**config.mk**
```make
export PLATFORM = sky130hd
export DESIGN_NAME = pixel_pattern_gen
export DESIGN_NICKNAME = d
export VERILOG_FILES = /design/src/rtl/pixel_pattern_gen.sv
export SDC_FILE = /design/constraint.sdc
export NUM_CORES = 1
export LEC_CHECK = 0
export CORE_AREA = 2 2 89 91
export DETAILED_ROUTE_END_ITERATION = 10
export DIE_AREA = 0 0 91 93
export PLACE_DENSITY = 0.81
export SLEW_MARGIN = 30
export SYNTH_ARGS = -nofsm -noshare
export SYNTH_HDL_FRONTEND = slang
export SYNTH_SLANG_ARGS = --single-unit
```
**constraint.sdc**
```tcl
create_clock -name clk_pixel -period 3.9 [get_ports clk_pixel]
set_input_delay 0.78 -clock clk_pixel [delete_from_list [all_inputs] [get_ports clk_pixel]]
set_output_delay 0.78 -clock clk_pixel [all_outputs]
set_load 0.1 [all_outputs]
```
**src/rtl/pixel_pattern_gen.sv**
```systemverilog
// pixel_pattern_gen
//
// Test-pattern pixel source feeding top_vgatest. Each fetch_next_pixel
// strobe advances the raster position (x, y) and the outputs present the
// RGB888 value of the new position one edge later (registered outputs,
// loaded every cycle from the *next* state, so the pixel that matches the
// position is visible on the same edge that moves the position).
//
// Patterns (mode): 0 solid, 1 colour bars, 2 R/G/B cycle, 3 checkerboard.
// The pattern select is only taken at end of frame or on frame_start.
//
// Optional feature: define PATTERN_SCROLL_EN to add a horizontal scroll
// offset that steps by one pixel every frame (modes 1 and 3 only).
//
// Ports:
//   clk_pixel         pixel clock, rising edge
//   reset             asynchronous, active-high reset
//   fetch_next_pixel  consumer took the current pixel, advance
//   frame_start       resynchronise to pixel (0,0), load mode
//   mode[1:0]         pattern select
//   solid_rgb[23:0]   {R,G,B} for solid mode and checkerboard "on" cells
//   r_o/g_o/b_o[7:0]  current pixel colour
//   x_o/y_o[10:0]     current pixel position
//   frame_cnt[7:0]    completed-frame counter (wraps)
module pixel_pattern_gen #(
    parameter int X         = 800,
    parameter int Y         = 600,
    parameter int CELL_LOG2 = 5,
    parameter int BAR_W     = X / 8
) (
    input  logic        clk_pixel,
    input  logic        reset,
    input  logic        fetch_next_pixel,
    input  logic        frame_start,
    input  logic [1:0]  mode,
    input  logic [23:0] solid_rgb,
    output logic [7:0]  r_o,
    output logic [7:0]  g_o,
    output logic [7:0]  b_o,
    output logic [10:0] x_o,
    output logic [10:0] y_o,
    output logic [7:0]  frame_cnt
);

    localparam logic [1:0] MODE_SOLID = 2'd0;
    localparam logic [1:0] MODE_BARS  = 2'd1;
    localparam logic [1:0] MODE_RGB   = 2'd2;
    localparam logic [1:0] MODE_CHECK = 2'd3;

    localparam logic [1:0] RGB_R = 2'd0;
    localparam logic [1:0] RGB_G = 2'd1;
    localparam logic [1:0] RGB_B = 2'd2;

    localparam logic [10:0] X_LAST   = 11'(X - 1);
    localparam logic [10:0] Y_LAST   = 11'(Y - 1);
    localparam logic [10:0] BAR_LAST = 11'(BAR_W - 1);

    // Bar position is tracked as (index, pixels into bar) so no divider is
    // needed. The index saturates at 7, letting the last bar absorb the
    // remainder when X is not a multiple of 8.
    function automatic logic [13:0] bar_adv(input logic [2:0] idx, input logic [10:0] cnt);
        logic [2:0]  ni;
        logic [10:0] nc;
        ni = idx;
        nc = cnt + 11'd1;
        if (cnt == BAR_LAST) begin
            nc = 11'd0;
            if (idx != 3'd7) ni = idx + 3'd1;
        end
        return {ni, nc};
    endfunction

    function automatic logic [23:0] bar_color(input logic [2:0] idx);
        case (idx)
            3'd0:    return 24'hFFFFFF;
            3'd1:    return 24'hFFFF00;
            3'd2:    return 24'h00FFFF;
            3'd3:    return 24'h00FF00;
            3'd4:    return 24'hFF00FF;
            3'd5:    return 24'hFF0000;
            3'd6:    return 24'h0000FF;
            default: return 24'h000000;
        endcase
    endfunction

    // State registers (x_o, y_o, frame_cnt are the registers themselves)
    logic [1:0]  mode_q;
    logic [2:0]  bar_idx_q;
    logic [10:0] bar_cnt_q;
    logic [1:0]  rgb_q;

    // Next-state values
    logic [10:0] x_n, y_n, sx_n;
    logic [7:0]  fc_n;
    logic [1:0]  mode_n;
    logic [2:0]  bar_idx_n, pre_idx;
    logic [10:0] bar_cnt_n, pre_cnt;
    logic [1:0]  rgb_n;
    logic        eof;
    logic        wrap_n;
    logic [23:0] pix;

`ifdef PATTERN_SCROLL_EN
    // Scroll offset plus the bar position of that offset, kept in step so
    // the bar counters can be preloaded at the start of each line.
    logic [10:0] off_q, off_n;
    logic [2:0]  off_idx_q, off_idx_n;
    logic [10:0] off_cnt_q, off_cnt_n;
    logic [11:0] sx_sum;
`endif

    always_comb begin
        x_n       = x_o;
        y_n       = y_o;
        fc_n      = frame_cnt;
        mode_n    = mode_q;
        bar_idx_n = bar_idx_q;
        bar_cnt_n = bar_cnt_q;
        rgb_n     = rgb_q;
        eof       = 1'b0;
        wrap_n    = 1'b0;

        // Raster advance; frame_start takes priority and drops a fetch
        if (frame_start) begin
            x_n    = 11'd0;
            y_n    = 11'd0;
            mode_n = mode;
        end else if (fetch_next_pixel) begin
            if (x_o == X_LAST) begin
                x_n = 11'd0;
                if (y_o == Y_LAST) begin
                    y_n    = 11'd0;
                    fc_n   = frame_cnt + 8'd1;
                    mode_n = mode;
                    eof    = 1'b1;
                end else begin
                    y_n = y_o + 11'd1;
                end
            end else begin
                x_n = x_o + 11'd1;
            end
        end

`ifdef PATTERN_SCROLL_EN
        off_n     = off_q;
        off_idx_n = off_idx_q;
        off_cnt_n = off_cnt_q;
        if (eof) begin
            if (off_q == X_LAST) begin
                off_n     = 11'd0;
                off_idx_n = 3'd0;
                off_cnt_n = 11'd0;
            end else begin
                off_n                  = off_q + 11'd1;
                {off_idx_n, off_cnt_n} = bar_adv(off_idx_q, off_cnt_q);
            end
        end
        // Scrolled column, (x + offset) mod X; both terms are < X
        sx_sum = {1'b0, x_n} + {1'b0, off_n};
        if (sx_sum >= 12'(X)) sx_sum = sx_sum - 12'(X);
        sx_n    = sx_sum[10:0];
        pre_idx = off_idx_n;
        pre_cnt = off_cnt_n;
        // Scrolled column wrapped past X-1 mid-line: bars restart at 0
        wrap_n  = (sx_n == 11'd0);
`else
        sx_n    = x_n;
        pre_idx = 3'd0;
        pre_cnt = 11'd0;
`endif

        // Per-pixel pattern state only moves when the position moves
        if (frame_start || fetch_next_pixel) begin
            if (x_n == 11'd0) begin
                bar_idx_n = pre_idx;
                bar_cnt_n = pre_cnt;
                rgb_n     = RGB_R;
            end else begin
                case (rgb_q)
                    RGB_R:   rgb_n = RGB_G;
                    RGB_G:   rgb_n = RGB_B;
                    default: rgb_n = RGB_R;
                endcase
                if (wrap_n) begin
                    bar_idx_n = 3'd0;
                    bar_cnt_n = 11'd0;
                end else begin
                    {bar_idx_n, bar_cnt_n} = bar_adv(bar_idx_q, bar_cnt_q);
                end
            end
        end
    end

    // Colour of the pixel the next state points at
    always_comb begin
        pix = 24'h000000;
        case (mode_n)
            MODE_SOLID: pix = solid_rgb;
            MODE_BARS:  pix = bar_color(bar_idx_n);
            MODE_RGB: begin
                case (rgb_n)
                    RGB_R:   pix = 24'hFF0000;
                    RGB_G:   pix = 24'h00FF00;
                    default: pix = 24'h0000FF;
                endcase
            end
            MODE_CHECK: pix = (sx_n[CELL_LOG2] ^ y_n[CELL_LOG2]) ? 24'h000000 : solid_rgb;
            default:    pix = 24'h000000;
        endcase
    end

    always_ff @(posedge clk_pixel or posedge reset) begin
        if (reset) begin
            x_o       <= 11'd0;
            y_o       <= 11'd0;
            frame_cnt <= 8'd0;
            mode_q    <= MODE_SOLID;
            bar_idx_q <= 3'd0;
            bar_cnt_q <= 11'd0;
            rgb_q     <= RGB_R;
            r_o       <= 8'd0;
            g_o       <= 8'd0;
            b_o       <= 8'd0;
        end else begin
            x_o       <= x_n;
            y_o       <= y_n;
            frame_cnt <= fc_n;
            mode_q    <= mode_n;
            bar_idx_q <= bar_idx_n;
            bar_cnt_q <= bar_cnt_n;
            rgb_q     <= rgb_n;
            r_o       <= pix[23:16];
            g_o       <= pix[15:8];
            b_o       <= pix[7:0];
        end
    end

`ifdef PATTERN_SCROLL_EN
    always_ff @(posedge clk_pixel or posedge reset) begin
        if (reset) begin
            off_q     <= 11'd0;
            off_idx_q <= 3'd0;
            off_cnt_q <= 11'd0;
        end else begin
            off_q     <= off_n;
            off_idx_q <= off_idx_n;
            off_cnt_q <= off_cnt_n;
        end
    end
`endif

endmodule

```
==> results of run 1 <==
[report_power, final]
group,internal [uW],switching [uW]
combinational,184,537
sequential,807,24.6
clock,556,288
[state kept, by name, indices dropped and copies added (netlist names)]
register,cells
bar_cnt_q,11
x_o,11
y_o,11
b_o,8
frame_cnt,8
g_o,8
r_o,8
bar_idx_q,3
mode_q,2
rgb_q,2
[cells in the final DEF (no fill, tap or decap), types with 3 or more instances in the layout]
cell	synthesis	routed
and3_1	7	7
nand2b_1	9	9
or2_2	4	4
nand4_1	7	7
o31ai_1	3	3
o21a_1	3	3
buf_4	0	8
nor4_1	5	5
o21ai_0	25	25
clkdlybuf4s50_1	0	83
a21oi_1	11	11
nor2b_1	4	4
dfrtp_1	72	72
nand2_1	38	38
mux2i_1	4	4
clkbuf_8	0	9
nor3_1	9	9
xor2_1	8	8
bufinv_16	0	5
nand3_1	14	14
or3_1	9	9
mux2_2	4	4
inv_1	7	6
a31oi_1	3	3
ha_1	5	5
nor2_1	23	23
and2_1	7	7
xnor2_1	8	8
a2bb2oi_1	3	3
a21o_1	30	30
[final cells by class]
type / count / area [sq um]
multi-input combinational: 275 / 1760
fill: 595 / 2630
tap: 102 / 128
sequential: 72 / 1800
clock buffer: 9 / 124
timing repair buffer: 91 / 891
clock inverter: 7 / 168
inverter: 7 / 26.3
[cell usage after synthesis, drive strengths merged (3+ instances only)]
cell type	count
a21o	30
a21oi	11
a2bb2oi	3
a31oi	3
and2	7
and3	7
buf	3
clkbuf	12
dfrtp	72
ha	5
inv	7
mux2	4
mux2i	4
nand2	38
nand2b	9
nand3	14
nand4	7
nor2	23
nor2b	4
nor3	10
nor4	5
o21a	3
o21ai	27
o31ai	4
or2	4
or3	9
xnor2	8
xor2	8
[kinds of logic after synthesis]
family / count (synthesis) / share of synthesized area (%)
muxes: 8 / 2.33
and+or+nand+nor: 147 / 21.1
xor gates and xnor gates: 16 / 3.84
AOI/OAI and AO/OA: 99 / 19.2
DFF: 72 / 49.4
buffers and inverters: 22 / 2.37
adders and majority gates: 5 / 1.72
[metrics by stage]
step	setup WS, ns	cells	hold slack [ns]	instance area, sq um	power [uW]
after global placement	0.364	547	0.464	4600	1550
after floorplan	0.410	369	0.487	3640	1380
final	0.515	563	0.497	4890	2400
after global routing	0.321	563	0.521	4890	2480
after detailed placement	0.219	547	0.489	4600	1570
after CTS	0.562	563	0.504	4890	2410
[final timing paths]
path	start	to	slack, ns	depth (start not counted)
min in group asynchronous	reset	frame_cnt[4]$_DFFE_PP0P_	0.70	2
min	frame_cnt[6]$_DFFE_PP0P_	frame_cnt[6]$_DFFE_PP0P_	0.50	1
max reg2reg	x_o[5]$_DFF_PP0_	b_o[4]$_DFF_PP0_	0.73	8
max	fetch_next_pixel	b_o[4]$_DFF_PP0_	0.52	9
min reg2reg	frame_cnt[6]$_DFFE_PP0P_	frame_cnt[6]$_DFFE_PP0P_	0.50	1
max in group asynchronous	reset	bar_cnt_q[2]$_DFFE_PP0N_	2.45	3
[metal layers]
metal | part of all wire [%] | wire length [microns]
met4 | 1.7 | 152
met3 | 5.2 | 469
met5 | 0 | 0
met2 | 49 | 4410
met1 | 44 | 3980
==> qor.yml, run 1 <==
crit_buf_inv: 2
clock.fmax_ghz: 0.295
hold_viol: 0
path_clk_slew_ns: 0.08
syn_nets: 404
gp_congestion: 0.856
synthFlopType: "dfrtp_1"
wire_per_inst_microns: 16.0
postCtsSetupBuffers: 0
cp_data_required_time_ns: 4.19
finalClockSkew_ns: 0.00740
start_kind: "input port"
port-buffer-count: 83
slew_headroom_pct: 33.1
slowest_delay_ns: 0.65
clockBufferDepth: 2
cpMaxStageDelayCell: "clkdlybuf4s50_1"
fin_util_pct: 65.0
grt_use_met3_pct: 4.03
die_x_microns: 91
start_util_pct: 48.4
powerDensity_nw_per_um2: 490
grt_max_degree: 37
busiest_layer: "met2"
critPathArrivalTime_ns: 3.68
clock_sinks: 72
dp_hpwl_mm: 6.41
p_leak_uw: 0.00217
setup_viol: 0
wl_mm: 9.02
fin_crit_sh_pct: 86.8
antenna_found_initial: 0
vdd_ir_drop_max_v: 0.000178
drv_slew: 0
die_h_microns: 93
setup_tns_ns: 0
nNetsFinal: 491
cp_max_fo: 24
netlist_instances: 369
cts_inserted_buffers: 9
syn_to_final_growth_pct: 34.3
period_minus_slack_ns: 3.38
synth.cell_area_sq_um: 3640
vias_per_cell: 5.60
crit_path_end_kind: "flop"
htreeDepth: 3
grt_pass1_vias: 3160
cts_resized: 0
synth_top_area_share_pct: 49.4
ys_seq_elements: 72
yosysWarnings: 0
grt_pass1_wl_mm: 15.5
synth_area_leader_cell: "dfrtp_1"
die_area_sq_um: 8460
use_met1_pct: 29.9
grt_overflow: 0
worstPathCellList: "clkdlybuf4s50_1 > nand4_1 > or3_1 > nor3_1 > mux2_2 > xor2_1 > o21ai_1 > buf_4 > a21o_1"
drcViolationCount: 0
crit_family: "simple AND/OR/NAND/NOR gates"
synth_edf_count: 0
cts_tree: "yes"
status: "finished clean"
path_class: "in -> reg"
hold_class: "reg -> reg"
drtIter0Drc: 146
avgSynthCellArea_sq_um: 9.88
firstDrtPassIters: 6
met2_usage_pct: 37.5
cap_violations: 0
pin_count: 84
core_area_sq_um: 7530
synth_area_leaders: "dfrtp_1 (49%), a21o_1 (6.2%), nand2_1 (3.9%), o21ai_0 (3.4%), nor2_1 (2.4%)"
postCtsHoldBufs: 0
grt_usage_pct: 22.6
ant_nets: 0
synth.distinct_cells: 52
root_buffer: "clkbuf_8"
rsz0062_at_grt: "no"
drive_gt1_share_pct: 8.68
worst_pin_slew_ns: 1.00
synth_seq_area_share_pct: 49.4
vias: 3153
antenna-diode-count: 0
rows: 32
synthArstFlopShare_pct: 100
clk_latency_ns: 0.35
No activity file was read; power rests on OpenSTA's default activity.
==> inputs of run 2 (changes only) <==
--- a/config.mk
+++ b/config.mk
@@ -9,6 +9,7 @@
 export DETAILED_ROUTE_END_ITERATION = 10
 export DIE_AREA = 0 0 91 93
 export PLACE_DENSITY = 0.81
+export SKIP_LAST_GASP = 1
 export SLEW_MARGIN = 30
 export SYNTH_ARGS = -nofsm -noshare
 export SYNTH_HDL_FRONTEND = slang
==> constraint.sdc (replaced) <==
create_clock -name clk_pixel -period 3.2 [get_ports clk_pixel]
set_input_delay 0.64 -clock clk_pixel [delete_from_list [all_inputs] [get_ports clk_pixel]]
set_output_delay 0.64 -clock clk_pixel [all_outputs]
set_load 0.1 [all_outputs]
==> qor.yml, run 2 (synthesis results as in run 1) <==
status: "finished clean"
cts_resized: 0  # unchanged
period_minus_slack_ns: 2.95
postCtsHoldBufs: 0  # unchanged
slew_headroom_pct: 51.1  # +18 points
wl_mm: 8.61  # -4.6%
hold_class: "reg -> reg"
vias_per_cell: 5.49  # -2.0%
stdcell_count: 574  # +2.0%
p_leak_uw: 0.00226  # +4.2%
setup_tns_ns: 0  # unchanged
grt_max_degree: 41  # +11%
wire_per_inst_microns: 15.0  # -6.4%
start_util_pct: 48.4  # unchanged
root_buffer: "clkbuf_8"
rows: 32  # unchanged
hold_viol: 0  # unchanged
start_kind: "flop"
ant_nets: 0  # unchanged
final_cell_mix: "buf_4 (71), dfrtp_1 (61), nand2_1 (38)"
fill_cells: 593  # -0.34%
port-buffer-count: 83  # unchanged
clock.fmax_ghz: 0.339
antenna_found_initial: 0  # unchanged
fin_util_pct: 64.0  # -1.0 points
setup_viol: 0  # unchanged
clockBufferDepth: 2  # unchanged
cp_data_required_time_ns: 3.49  # -0.70 ns
crit_path_end_kind: "flop"
critPathArrivalTime_ns: 3.24  # -0.44 ns
r2r_start: "x_o[5]$_DFF_PP0_"
die_x_microns: 91  # unchanged
htreeDepth: 3  # unchanged
cts_inserted_buffers: 9  # unchanged
cts_tree: "yes"
worst_pin_slew_ns: 0.732  # -0.269 ns
cp_max_fo: 8  # -67%
antenna-diode-count: 0  # unchanged
firstDrtPassIters: 4  # -2
layout_commonest_cell: "buf_4"
fin_ws_ns: 0.247  # -0.268 ns
dp_hpwl_mm: 6.17  # -3.8%
cap_violations: 0  # unchanged
placed_cell_area_sq_um: 4590  # -0.30%
clk_latency_ns: 0.35  # about the same
grt_overflow: 0  # unchanged
dp_slack_ns: -0.142  # -0.362 ns
vias: 3149  # -0.13%
nNetsFinal: 502  # +2.2%
pin_count: 84  # unchanged
die_h_microns: 93  # unchanged
rsz0062_at_grt: "no"
drcViolationCount: 0  # unchanged
post-place-cells: 558  # +2.0%
drive_gt1_share_pct: 24.8  # +16 points
finalClockSkew_ns: 0.0112  # +0.00379 ns
critPathLaunch: "x_o[5]$_DFF_PP0_"
final_area_sq_um: 4820  # -1.5%
vdd_ir_drop_max_v: 0.000197  # +10%
drtIter0Drc: 238  # +63%
grt_usage_pct: 20.9  # -1.7 points
path_class: "reg -> reg"
grt_pass1_vias: 3039  # -3.8%
fin_crit_sh_pct: 92.3
path_clk_slew_ns: 0.08  # about the same
worstHoldStart: "frame_cnt[7]$_DFFE_PP0P_"
die_area_sq_um: 8460  # unchanged
clock_sinks: 72  # unchanged
powerDensity_nw_per_um2: 560  # +14%
grt_pass1_wl_mm: 14.3  # -7.4%
gp_congestion: 0.860  # +0.54%
syn_to_final_growth_pct: 32.2
postCtsSetupBuffers: 0  # unchanged
drv_slew: 0  # unchanged
largestRegisters: "bar_cnt_q: 11 flops, x_o: 11 flops, y_o: 11 flops"
core_area_sq_um: 7530  # unchanged
[run 2: per-stage QoR]
step | power, uW | hold slack [ns]
global placement | 1890 | 0.464
CTS | 2720 | 0.486
detailed placement | 1900 | 0.473
floorplan | 1680 | 0.487
global route | 2790 | 0.519
finish | 2700 | 0.486
[run 2: per-layer routing]
metal | track usage, % | vias to the layer above | share of wire (%)
met5 | 0 | - | 0
met4 | 8.84 | 0 | 1.8
met3 | 3.55 | 14 | 4.9
met2 | 33.5 | 100 | 48
met1 | 28.3 | 1507 | 46
li1 | - | 1528 | -
[run 2: worst max-delay path, stage by stage (launching register included)]
cell	delay [ns]
dfrtp_2	0.46
or4_4	0.62
o31ai_4	0.28
nor2_1	0.10
or4_4	0.53
or4b_1	0.54
o311ai_2	0.22
a21o_1	0.15
[run 2: cell type report]
class | count | area (sq um) | share of cell area [%]
repair buffers | 102 | 863 | 17.9
multi-input cells | 275 | 1760 | 36.5
clock inverters | 7 | 103 | 2.13
well taps | 102 | 128 | 2.65
inverters | 7 | 26.3 | 0.545
clock buffers | 9 | 124 | 2.57
flip-flops and latches | 72 | 1820 | 37.7
[run 2: where the power goes]
group	internal, uW	switching [uW]
sequential	984	32.3
combinational	213	651
clock	448	372
total	1650	1060
[run 2: path summary, 6_finish.rpt]
path | cells after the start | slack [ns] | endpoint
hold / removal | 1 | 0.49 | frame_cnt[7]$_DFFE_PP0P_
hold reg to reg | 1 | 0.49 | frame_cnt[7]$_DFFE_PP0P_
max in group asynchronous | 3 | 1.82 | bar_cnt_q[4]$_DFFE_PP0N_
setup / recovery | 7 | 0.25 | b_o[3]$_DFF_PP0_
min in group asynchronous | 2 | 0.73 | frame_cnt[5]$_DFFE_PP0P_
setup reg to reg | 7 | 0.25 | b_o[3]$_DFF_PP0_
==> inputs of run 3 (changes only) <==
--- a/config.mk
+++ b/config.mk
@@ -5,9 +5,9 @@
 export SDC_FILE = /design/constraint.sdc
 export NUM_CORES = 1
 export LEC_CHECK = 0
-export CORE_AREA = 2 2 89 91
+export CORE_AREA = 4 4 91 93
 export DETAILED_ROUTE_END_ITERATION = 10
-export DIE_AREA = 0 0 91 93
+export DIE_AREA = 0 0 95 97
 export PLACE_DENSITY = 0.81
 export SKIP_LAST_GASP = 1
 export SLEW_MARGIN = 30
==> qor.yml, run 3 (synthesis results as in run 1) <==
status: "finished clean"
grt_max_degree: 48  # +17%
slew_headroom_pct: 56.3  # +5.1 points
stdcell_count: 576  # +0.35%
core_area_sq_um: 7530  # unchanged
wire_per_inst_microns: 15.1  # +0.48%
die_h_microns: 97  # +4.3%
crit_path_end_kind: "flop"
fin_crit_sh_pct: 94.7  # +2.4 points
die_area_sq_um: 9220  # +8.9%
gp_congestion: 0.852  # -0.98%
final_cell_mix: "buf_4 (73), dfrtp_1 (61), nand2_1 (38)"
setup_tns_ns: 0  # unchanged
hold_viol: 0  # unchanged
antenna_found_initial: 0  # unchanged
pin_count: 84  # unchanged
clk_latency_ns: 0.34  # about the same
critPathArrivalTime_ns: 3.26  # +0.02 ns
clockBufferDepth: 2  # unchanged
drtIter0Drc: 163  # -32%
postCtsSetupBuffers: 0  # unchanged
grt_overflow: 0  # unchanged
cap_violations: 0  # unchanged
period_minus_slack_ns: 3.03  # +0.0765 ns
grt_pass1_vias: 2945  # -3.1%
syn_to_final_growth_pct: 32.4
vias: 3139  # -0.32%
regArea_sq_um: 1820  # unchanged
multi_input_area_sq_um: 1760  # -0.14%
path_class: "reg -> reg"
total_power_uw: 2670  # -1.3%
grt_usage_pct: 19.7  # -1.2 points
die_x_microns: 95  # +4.4%
powerDensity_nw_per_um2: 553  # -1.4%
cts_resized: 0  # unchanged
fill_cells: 617  # +4.0%
cts_tree: "yes"
port-buffer-count: 83  # unchanged
post-place-cells: 560  # +0.36%
grt_pass1_wl_mm: 14.4  # +0.38%
start_util_pct: 48.4  # unchanged
setup_viol: 0  # unchanged
vdd_ir_drop_max_v: 0.000241  # +22%
rsz0062_at_grt: "no"
cp_max_fo: 7  # -1
vias_per_cell: 5.45  # -0.66%
postCtsHoldBufs: 0  # unchanged
drcViolationCount: 0  # unchanged
ant_nets: 0  # unchanged
dp_hpwl_mm: 6.39  # +3.6%
root_buffer: "clkbuf_8"
clock_sinks: 72  # unchanged
p_leak_uw: 0.00227  # +0.59%
antenna-diode-count: 0  # unchanged
firstDrtPassIters: 5  # +1
worst_hold_slack_ns: 0.475  # -0.0106 ns
wl_mm: 8.68  # +0.83%
htreeDepth: 3  # unchanged
clock.fmax_ghz: 0.330  # -2.5%
largestRegisters: "bar_cnt_q: 11 flops, x_o: 11 flops, y_o: 11 flops"
rows: 32  # unchanged
layout_commonest_cell: "buf_4"
min_delay_path_depth: 1  # unchanged
rr_worst_depth: 7  # unchanged
finalClockSkew_ns: 0.00995  # -0.00125 ns
drv_slew: 0  # unchanged
start_kind: "flop"
path_clk_slew_ns: 0.08  # about the same
hold_class: "reg -> reg"
drive_gt1_share_pct: 24.9  # +0.11 points
nNetsFinal: 504  # +0.40%
cts_inserted_buffers: 9  # unchanged
cp_data_required_time_ns: 3.43  # -0.06 ns
worst_pin_slew_ns: 0.655  # -0.0770 ns
run 3: where the power goes:
part / internal [uW] / leakage, uW / switching, uW
clock network: 440 / 0.000113 / 350
registers: 984 / 0.000923 / 31.7
logic: 213 / 0.00123 / 648
total: 1640 / 0.00227 / 1030
run 3: critical path, cell delays in order (launching register included):
cell	delay, ns
dfrtp_2	0.45
or4_1	0.68
o31ai_4	0.31
nor2_1	0.09
or4_4	0.53
or3_1	0.41
and3_1	0.20
a221o_1	0.25
run 3: final cells by class:
| type | instances | share of cell area, % |
|---|---|---|
| repair buffers | 104 | 18.2 |
| well taps | 102 | 2.64 |
| multi-input cells | 275 | 36.4 |
| inverters | 7 | 0.544 |
| clock buffers | 9 | 2.57 |
| clock inverters | 7 | 2.00 |
| flip-flops and latches | 72 | 37.6 |
run 3: path summary, 6_finish.rpt:
kind	start	end	slack, ns
setup / recovery	x_o[7]$_DFF_PP0_	bar_cnt_q[7]$_DFFE_PP0N_	0.17
hold / removal	frame_cnt[7]$_DFFE_PP0P_	frame_cnt[7]$_DFFE_PP0P_	0.48
setup reg to reg	x_o[7]$_DFF_PP0_	bar_cnt_q[7]$_DFFE_PP0N_	0.17
hold reg to reg	frame_cnt[7]$_DFFE_PP0P_	frame_cnt[7]$_DFFE_PP0P_	0.48
max in group asynchronous	reset	x_o[0]$_DFF_PP0_	1.89
min in group asynchronous	reset	frame_cnt[6]$_DFFE_PP0P_	0.66
run 3: metal layers:
metal	share of wire, %	up-vias	wire length [microns]	track usage [%]
li1	-	1537	-	-
met1	45	1482	3890	26.4
met2	47	107	4090	31.5
met3	6.7	13	579	4.59
met4	1.3	0	117	6.44
met5	0	-	0	0
run 3: metrics by stage:
stage	util [%]	setup slack [ns]	instance area (sq um)
2_1_floorplan	-	-0.0717	3660
3_3_place_gp	61.2	-0.0922	4600
3_5_place_dp	61.2	-0.138	4600
4_1_cts	64.1	0.165	4820
5_1_grt	64.1	0.00669	4830
6_report	64.1	0.170	4830
